File: src/rtl/vga_axil_pkg.sv
// Shared AXI4-Lite definitions: bus widths, response codes, protection type,
// master FSM state encoding and the latched native-request payload.
package vga_axil_pkg;

  localparam int unsigned AXIL_ADDR_WIDTH = 32;
  localparam int unsigned AXIL_DATA_WIDTH = 32;
  localparam int unsigned AXIL_STRB_WIDTH = AXIL_DATA_WIDTH / 8;

  typedef enum logic [1:0] {
    AXIL_RESP_OKAY   = 2'b00,
    AXIL_RESP_EXOKAY = 2'b01,
    AXIL_RESP_SLVERR = 2'b10,
    AXIL_RESP_DECERR = 2'b11
  } axil_resp_e;

  typedef logic [2:0] axil_prot_t;
  localparam axil_prot_t AXIL_PROT_DEFAULT = 3'b000;

  typedef enum logic [2:0] {
    IDLE = 3'd0,
    WR   = 3'd1,
    WR_B = 3'd2,
    RD   = 3'd3,
    RD_R = 3'd4,
    RSP  = 3'd5
  } axil_master_state_e;

  // Native request as captured on acceptance
  typedef struct packed {
    logic                       write;
    logic [AXIL_ADDR_WIDTH-1:0] addr;
    logic [AXIL_DATA_WIDTH-1:0] wdata;
    logic [AXIL_STRB_WIDTH-1:0] wstrb;
  } axil_req_t;

endpackage

File: src/rtl/vga_axil_master_fsm.sv
// AXI4-Lite master engine: turns one native read/write request at a time into
// an AXI4-Lite transaction and returns the result on a valid/ready response port.
// Ports: clk_i/arst_n_i; native request (req_*), native response (rsp_*);
// AXI4-Lite master channels AW, W, B, AR, R. All outputs come from flops.
module vga_axil_master_fsm
  import vga_axil_pkg::*;
#(
  parameter bit ALIGN_CHECK = 1'b1
) (
  input  logic                       clk_i,
  input  logic                       arst_n_i,
  // native request
  input  logic                       req_valid_i,
  output logic                       req_ready_o,
  input  logic                       req_write_i,
  input  logic [AXIL_ADDR_WIDTH-1:0] req_addr_i,
  input  logic [AXIL_DATA_WIDTH-1:0] req_wdata_i,
  input  logic [AXIL_STRB_WIDTH-1:0] req_wstrb_i,
  // native response
  output logic                       rsp_valid_o,
  input  logic                       rsp_ready_i,
  output logic                       rsp_write_o,
  output logic [AXIL_DATA_WIDTH-1:0] rsp_rdata_o,
  output axil_resp_e                 rsp_resp_o,
  // write address
  output logic [AXIL_ADDR_WIDTH-1:0] awaddr_o,
  output axil_prot_t                 awprot_o,
  output logic                       awvalid_o,
  input  logic                       awready_i,
  // write data
  output logic [AXIL_DATA_WIDTH-1:0] wdata_o,
  output logic [AXIL_STRB_WIDTH-1:0] wstrb_o,
  output logic                       wvalid_o,
  input  logic                       wready_i,
  // write response
  input  logic [1:0]                 bresp_i,
  input  logic                       bvalid_i,
  output logic                       bready_o,
  // read address
  output logic [AXIL_ADDR_WIDTH-1:0] araddr_o,
  output axil_prot_t                 arprot_o,
  output logic                       arvalid_o,
  input  logic                       arready_i,
  // read data
  input  logic [AXIL_DATA_WIDTH-1:0] rdata_i,
  input  logic [1:0]                 rresp_i,
  input  logic                       rvalid_i,
  output logic                       rready_o
);

  axil_master_state_e         state_q, state_d;
  axil_req_t                  req_q, req_d;
  logic                       req_ready_q, req_ready_d;
  logic                       awvalid_q, awvalid_d;
  logic                       wvalid_q, wvalid_d;
  logic                       aw_done_q, aw_done_d;
  logic                       w_done_q, w_done_d;
  logic                       bready_q, bready_d;
  logic                       arvalid_q, arvalid_d;
  logic                       rready_q, rready_d;
  logic                       rsp_valid_q, rsp_valid_d;
  logic                       rsp_write_q, rsp_write_d;
  logic [AXIL_DATA_WIDTH-1:0] rsp_rdata_q, rsp_rdata_d;
  axil_resp_e                 rsp_resp_q, rsp_resp_d;

  logic misaligned;
  logic aw_hs;
  logic w_hs;

  assign misaligned = ALIGN_CHECK && (req_addr_i[1:0] != 2'b00);
  assign aw_hs      = awvalid_q && awready_i;
  assign w_hs       = wvalid_q && wready_i;

  // State register and capture flops
  always_ff @(posedge clk_i or negedge arst_n_i) begin
    if (!arst_n_i) begin
      state_q     <= IDLE;
      req_q       <= '0;
      req_ready_q <= 1'b1;
      awvalid_q   <= 1'b0;
      wvalid_q    <= 1'b0;
      aw_done_q   <= 1'b0;
      w_done_q    <= 1'b0;
      bready_q    <= 1'b0;
      arvalid_q   <= 1'b0;
      rready_q    <= 1'b0;
      rsp_valid_q <= 1'b0;
      rsp_write_q <= 1'b0;
      rsp_rdata_q <= '0;
      rsp_resp_q  <= AXIL_RESP_OKAY;
    end else begin
      state_q     <= state_d;
      req_q       <= req_d;
      req_ready_q <= req_ready_d;
      awvalid_q   <= awvalid_d;
      wvalid_q    <= wvalid_d;
      aw_done_q   <= aw_done_d;
      w_done_q    <= w_done_d;
      bready_q    <= bready_d;
      arvalid_q   <= arvalid_d;
      rready_q    <= rready_d;
      rsp_valid_q <= rsp_valid_d;
      rsp_write_q <= rsp_write_d;
      rsp_rdata_q <= rsp_rdata_d;
      rsp_resp_q  <= rsp_resp_d;
    end
  end

  // Next-state and next-output logic
  always_comb begin
    state_d     = state_q;
    req_d       = req_q;
    req_ready_d = req_ready_q;
    awvalid_d   = awvalid_q;
    wvalid_d    = wvalid_q;
    aw_done_d   = aw_done_q;
    w_done_d    = w_done_q;
    bready_d    = bready_q;
    arvalid_d   = arvalid_q;
    rready_d    = rready_q;
    rsp_valid_d = rsp_valid_q;
    rsp_write_d = rsp_write_q;
    rsp_rdata_d = rsp_rdata_q;
    rsp_resp_d  = rsp_resp_q;

    unique case (state_q)
      IDLE: begin
        if (req_valid_i && req_ready_q) begin
          req_d.write = req_write_i;
          req_d.addr  = req_addr_i;
          req_d.wdata = req_wdata_i;
          req_d.wstrb = req_wstrb_i;
          req_ready_d = 1'b0;
          if (misaligned) begin
            // Local error: answer immediately, never touch the bus
            state_d     = RSP;
            rsp_valid_d = 1'b1;
            rsp_write_d = req_write_i;
            rsp_rdata_d = '0;
            rsp_resp_d  = AXIL_RESP_SLVERR;
          end else if (req_write_i) begin
            state_d   = WR;
            awvalid_d = 1'b1;
            wvalid_d  = 1'b1;
            aw_done_d = 1'b0;
            w_done_d  = 1'b0;
          end else begin
            state_d   = RD;
            arvalid_d = 1'b1;
          end
        end
      end
      WR: begin
        // AW and W complete independently; leave once both are done
        if (aw_hs) begin
          awvalid_d = 1'b0;
          aw_done_d = 1'b1;
        end
        if (w_hs) begin
          wvalid_d = 1'b0;
          w_done_d = 1'b1;
        end
        if ((aw_done_q || aw_hs) && (w_done_q || w_hs)) begin
          state_d  = WR_B;
          bready_d = 1'b1;
        end
      end
      WR_B: begin
        if (bvalid_i && bready_q) begin
          state_d     = RSP;
          bready_d    = 1'b0;
          rsp_valid_d = 1'b1;
          rsp_write_d = 1'b1;
          rsp_rdata_d = '0;
          rsp_resp_d  = axil_resp_e'(bresp_i);
        end
      end
      RD: begin
        if (arvalid_q && arready_i) begin
          state_d   = RD_R;
          arvalid_d = 1'b0;
          rready_d  = 1'b1;
        end
      end
      RD_R: begin
        if (rvalid_i && rready_q) begin
          state_d     = RSP;
          rready_d    = 1'b0;
          rsp_valid_d = 1'b1;
          rsp_write_d = 1'b0;
          rsp_rdata_d = rdata_i;
          rsp_resp_d  = axil_resp_e'(rresp_i);
        end
      end
      RSP: begin
        if (rsp_valid_q && rsp_ready_i) begin
          state_d     = IDLE;
          rsp_valid_d = 1'b0;
          req_ready_d = 1'b1;
        end
      end
      default: begin
        state_d     = IDLE;
        awvalid_d   = 1'b0;
        wvalid_d    = 1'b0;
        bready_d    = 1'b0;
        arvalid_d   = 1'b0;
        rready_d    = 1'b0;
        rsp_valid_d = 1'b0;
        req_ready_d = 1'b1;
      end
    endcase
  end

  assign req_ready_o = req_ready_q;
  assign rsp_valid_o = rsp_valid_q;
  assign rsp_write_o = rsp_write_q;
  assign rsp_rdata_o = rsp_rdata_q;
  assign rsp_resp_o  = rsp_resp_q;
  assign awaddr_o    = req_q.addr;
  assign awprot_o    = AXIL_PROT_DEFAULT;
  assign awvalid_o   = awvalid_q;
  assign wdata_o     = req_q.wdata;
  assign wstrb_o     = req_q.wstrb;
  assign wvalid_o    = wvalid_q;
  assign bready_o    = bready_q;
  assign araddr_o    = req_q.addr;
  assign arprot_o    = AXIL_PROT_DEFAULT;
  assign arvalid_o   = arvalid_q;
  assign rready_o    = rready_q;

endmodule
File: config.mk
export PLATFORM = sky130hd
export DESIGN_NAME = vga_axil_master_fsm
export DESIGN_NICKNAME = d
export VERILOG_FILES = /design/src/rtl/vga_axil_pkg.sv /design/src/rtl/vga_axil_master_fsm.sv
export SDC_FILE = /design/constraint.sdc
export NUM_CORES = 1
export LEC_CHECK = 0
export BUFFER_PORTS_ARGS = -buffer_cell sky130_fd_sc_hd__buf_2
export CAP_MARGIN = 20
export CELL_PAD_IN_SITES_DETAIL_PLACEMENT = 1
export CELL_PAD_IN_SITES_GLOBAL_PLACEMENT = 2
export CORE_MARGIN = 1
export CORE_UTILIZATION = 29
export DETAILED_ROUTE_END_ITERATION = 10
export PLACE_DENSITY = 0.81
export REMOVE_ABC_BUFFERS = 1
export SKIP_LAST_GASP = 1
export SLEW_MARGIN = 10
export SYNTH_ARGS = -nofsm -noshare
export SYNTH_HDL_FRONTEND = slang
export SYNTH_SLANG_ARGS = --single-unit
File: constraint.sdc
create_clock -name clk_i -period 4.45 [get_ports clk_i]
set_input_delay 0.89 -clock clk_i [delete_from_list [all_inputs] [get_ports clk_i]]
set_output_delay 0.89 -clock clk_i [all_outputs]
set_load 0.1 [all_outputs]
Yosys cells after proc, flatten, opt, wreduce, memory -nomap -nowiden
Cells that the tools add are included.
{"block": "word_totals", "out_inout_bits": 148, "elab_cells": 127, "reg_bits": 115, "inputBits": 114}
{"block": "op_classes", "mux": 56, "n_reduce_logical": 32, "n_eq_ne": 17, "bitwise_logic": 6}
{"operator": "32-bit 2-to-1 mux", "n": 4}
{"operator": "32-bit one-hot mux with 3 select lines", "n": 1}
{"operator": "5-bit AND reduction", "n": 6}
{"operator": "1-bit 2-to-1 mux", "n": 27}
{"operator": "2-bit inequality test (second input constant)", "n": 12}
{"operator": "3-bit 2-to-1 mux", "n": 7}
{"operator": "1-bit one-hot mux with 3 select lines", "n": 7}
{"operator": "4-bit OR reduction", "n": 5}
{"operator": "3-bit one-hot mux with 6 select lines", "n": 1}
{"operator": "6-bit AND reduction", "n": 2}
{"operator": "2-bit 2-to-1 mux", "n": 5}
{"operator": "3-bit AND reduction", "n": 3}
{"operator": "1-bit logical AND", "n": 8}
{"operator": "3-bit by 2-bit equality test with 1-bit output (second input constant)", "n": 2}
{"operator": "3-bit equality test (second input constant)", "n": 2}
{"operator": "1-bit inverter", "n": 6}
{"operator": "2-bit one-hot mux with 3 select lines", "n": 1}
{"operator": "1-bit one-hot mux with 5 select lines", "n": 1}
{"operator": "1-bit one-hot mux with 2 select lines", "n": 2}
{"operator": "2-bit nonzero test", "n": 2}
{"operator": "3-bit by 1-bit equality test with 1-bit output (second input constant)", "n": 1}
{"operator": "3-bit zero test", "n": 1}
{"operator": "3-bit nonzero test", "n": 1}
{"operator": "1-bit logical OR", "n": 2}
{"operator": "2 further kinds", "n": 2}

Logic depth before layout (Yosys ltp)
{"block": "depth", "depth_word": 5, "mapped_depth": 7, "mapped_depth_nobuf": 4}

Worst setup path after synthesis
No wires, ideal clock.
{"block": "synth_timing", "kind": "register to output", "from": "register req_q (netlist bit araddr_o[0])", "to": "output port awaddr_o[0]", "n_path_buf": 1, "slack_ns": 2.223, "required_time_ns": 3.560, "arrival_ns": 1.337, "path_stages_with_launch": 2, "path_cell_list": "dfrtp_1 > buf_4"}
{"element": "start: declaration", "line_no": "vga_axil_master_fsm.sv:52", "text": "axil_req_t req_q, req_d;"}
{"element": "start signal: assignment", "line_no": "vga_axil_master_fsm.sv:93", "text": "req_q <= req_d;"}
{"element": "end: declaration", "line_no": "vga_axil_master_fsm.sv:26", "text": "output logic [AXIL_ADDR_WIDTH-1:0] awaddr_o,"}
No word-level cell between the ends.

Final worst setup path
{"block": "layout_timing", "from": "register state_q[2]", "to": "register rsp_write_q, in the netlist rsp_write_o"}
{"block": "layout_via", "elab_chain_cells": 3, "word_cells_on_any_way": 10, "cone_classes": "eq/ne: 6; mux: 1; reduce/logical: 3"}
{"element": "start: declaration", "line_no": "vga_axil_master_fsm.sv:51", "text": "axil_master_state_e state_q, state_d;"}
{"element": "start signal: assignment", "line_no": "vga_axil_master_fsm.sv:92", "text": "state_q <= state_d;"}
{"element": "3-bit equality test (tied with other cells)", "line_no": "vga_axil_master_fsm.sv:126", "text": "unique case (state_q)"}
{"element": "2-bit inequality test (no source line) / 3-bit nonzero test (equally long branches)"}
{"element": "5-bit AND reduction (no source line)"}
{"element": "end signal: assignment", "line_no": "vga_axil_master_fsm.sv:103", "text": "rsp_write_q <= rsp_write_d;"}
{"element": "end: declaration", "line_no": "vga_axil_master_fsm.sv:62", "text": "logic rsp_write_q, rsp_write_d;"}
Parallel ways exist; a longest one is shown, timed or not.
A chain may end at the register's enable or synchronous reset.

==> impl_metrics.csv <==
group,metric,value,unit
run_status,outcome,"finished, final reports clean",
clocking,cts_tree,"yes",
critical_path,cp_data_arrival_time,2730,ps
clocking,ctsHoldBuffers,0,
clocking,cts-buffers-inserted,17,
floorplan,core,0.0173,mm^2
logic_synthesis,ys_top_cells_by_count,"dfrtp_1, mux2_2, nand2_1",
power_and_ir_drop,p_leak,4.08,nW
drt,antenna_left,0,
logic_synthesis,ys_ff_latch,115,
clocking,htreeDepth,4,
sta,finalSetupViolations,0,
critical_path,crit_path_start_kind,"register",
sta,tightestPinTransition,889,ps
sta,slew_headroom,40.7,%
critical_path,crit_family,"flip-flops",
drt,vias_per_cell,4.48,
critical_path,end_kind,"register",
logic_synthesis,yosys.area.top_type,"dfrtp_1",
sta,fmax,0.409,GHz
sta,rsz0062_at_grt,"false",
floorplan,initial_utilization,29.8,%
logic_synthesis,syn_area_per_cell,11.9,um^2
logic_synthesis,synthFlopType,"dfrtp_1",
logic_synthesis,synthesis.area,0.00515,mm^2
floorplan,rows,48,
critical_path,worst-path-buf-inv,1,
placement,portBuffers,255,
sta,slew_viol_final,0,
grt,grt_pass1_vias,4495,
drt,wire_per_inst,16.0,um
power_and_ir_drop,power.density,376,mW/mm^2
critical_path,critical-path-max-stage-delay,670,ps
logic_synthesis,yosysTopAreaCellShare,55.4,%
min_path,min_to,"wdata_o[24]$_DFFE_PN0P_",
drt,remaining_drc_errors,0,
sta,hold_violations,0,
floorplan,dieArea,0.0183,mm^2
critical_path,cp_max_fo,35,
sta,finClkSkew,6.11,ps
critical_path,cp_slowest_cell,"dfrtp_1",
clocking,clock_latency,410,ps
job,maxCapViolCount,0,
critical_path,worstReg2RegStart,"state_q[2]$_DFFE_PN0P_",
clocking,cts_root_buffer,"clkbuf_16",
sta,min_period,2440,ps
sta,finalHoldWorstSlack,485,ps
drt,routed_wl,14.3,mm
critical_path,crit_required,4740,ps
min_path,hold_class,"register to register",
logic_synthesis,synthCells,432,
grt,grt_overflow,0,
floorplan,dieWidth,135,um
layout,nets,771,
clocking,ctsResizeCount,0,
grt,antenna_found_initial,1,
sta,period_share,54.9,%
grt,grt_pass1_wl,23.2,mm
logic_synthesis,ys_warn_count,0,
drt,drt_iter0_drc,133,
logic_synthesis,ys_types,35,
logic_synthesis,synth_most_common_cell,"dfrtp_1",
floorplan,num_io_pins,262,
logic_synthesis,synth-seq-area-share,55.9,%
power_and_ir_drop,vdd_ir_drop_max,0.240,mV
drt,dr_total_vias,4014,
layout,drive_above_1_share,53.1,%
floorplan,die_h,135,um
clocking,cts.sinks,115,
logic_synthesis,synth-async-reset-ratio,100,%
min_path,hold_start,"wdata_o[24]$_DFFE_PN0P_",
clocking,cts_setup_buffers,0,
grt,track_usage,16.4,%
layout,fin_util,40.5,%
clocking,path_clk_slew,60,ps
grt,grt_max_degree,70,
placement,hpwl,10.4,mm
critical_path,reg2reg_depth,5,
placement,placed_cells_incl_taps,863,
critical_path,path_class,"register to register",
critical_path,r2r-end,"rsp_write_o$_DFFE_PN0P_",
critical_path,ff2ff_setup_slack,2010,ps
layout,area_growth,36.2,%
critical_path,worstPathCellList,"nor2_1 > o21ai_0 > nand4_1 > buf_4 > mux2_2",
drt,first_pass_iters,4,
min_path,whs_path_depth,1,
placement,gp_congestion,0.768,
sta,fin_setup_tns,0,ps
layout,final_cells,896,
logic_synthesis,synthTopCellsByArea,"dfrtp_1, mux2_2, mux2i_1",
logic_synthesis,synth_edf_count,0,
clocking,cts_max_path_buffers,2,
flip-flops by register name, summed over array words and instances, names as in the netlist, 2 cells and up:
name and flops:
rsp_resp_o 2, wdata_o 32, state_q 3, araddr_o 32, rsp_rdata_o 32, wstrb_o 4
layout by cell type (no fill, tap or decap), drive strengths merged, types with 3 or more instances in the layout:
cell / instances
a21oi: 14
a2bb2oi: 3
a31oi: 6
buf: 259
bufinv: 5
clkbuf: 20
clkinv: 5
conb: 6
dfrtp: 114
inv: 35
mux2: 71
mux2i: 32
nand2: 46
nand3: 5
nand3b: 3
nor2: 12
o21ai: 13
logic make-up after synthesis:
logic type | Yosys count | share of synthesized area (%)
multiplexers | 103 | 21.7
AO/OA/AOI/OAI | 44 | 5.08
AND/OR/NAND/NOR | 76 | 6.76
flip-flops | 115 | 55.9
other | 1 | 0.0728
buffers and inverters | 93 | 10.4
worst max-delay path by stage:
stage | cells past startpoint | slack [ps] | from | endpoint
after floorplan | 3 | 610 | req_ready_o$_DFFE_PN1P_ | araddr_o[0]$_DFFE_PN0P_
after global placement | 5 | 1930 | req_valid_i | wdata_o[1]$_DFFE_PN0P_
after detailed placement | 5 | 1840 | req_valid_i | araddr_o[7]$_DFFE_PN0P_
after CTS | 5 | 2010 | state_q[2]$_DFFE_PN0P_ | rsp_resp_o[0]$_DFFE_PN0P_
after global routing | 5 | 1800 | state_q[2]$_DFFE_PN0P_ | rsp_rdata_o[14]$_DFFE_PN0P_
final | 5 | 2010 | state_q[2]$_DFFE_PN0P_ | rsp_write_o$_DFFE_PN0P_
worst reg2reg max path, delay by kind of cell (launching register included):
family          cells  cell delay, ps
flops               1             670
simple gates        2             570
buf+inv             1             510
mux                 1             420
compound gates      1             170
stage by stage:
step	total power, mW	worst slack (ps)	instance area (um^2)
after floorplan	1.09	610	4760
after detailed placement	1.17	1840	6370
final	2.64	2010	7010
after CTS	2.68	2010	7010
after global placement	1.16	1930	6370
after global routing	2.74	1800	7010
routing by layer:
| metal | track usage (%) | up-vias | wire length (um) | share of wire, % |
|---|---|---|---|---|
| met5 | 0 | - | 0 | 0 |
| met4 | 5.62 | 0 | 209 | 1.5 |
| met3 | 6.47 | 15 | 1030 | 7.2 |
| met2 | 28.9 | 142 | 7590 | 53 |
| met1 | 17.7 | 1996 | 5510 | 38 |
| li1 | - | 1861 | - | - |
area by class of cell:
class                           count  area (um^2)
Timing Repair Buffer              259         1320
Clock inverter                     12          205
Antenna cell                        1         2.50
Tap cell                          225          282
Multi-Input combinational cell    229         1750
Inverter                           35          131
Sequential cell                   115         2880
Fill cell                        1978        10300
Clock buffer                       20          437
power breakdown:
group,switching (mW),total [mW],internal (mW),leakage (nW)
Combinational,0.0618,0.101,0.0389,2.36
Clock,0.496,1.49,0.997,0.305
Sequential,0,1.05,1.05,1.42
Note: power is estimated with default switching activity, not from simulation.
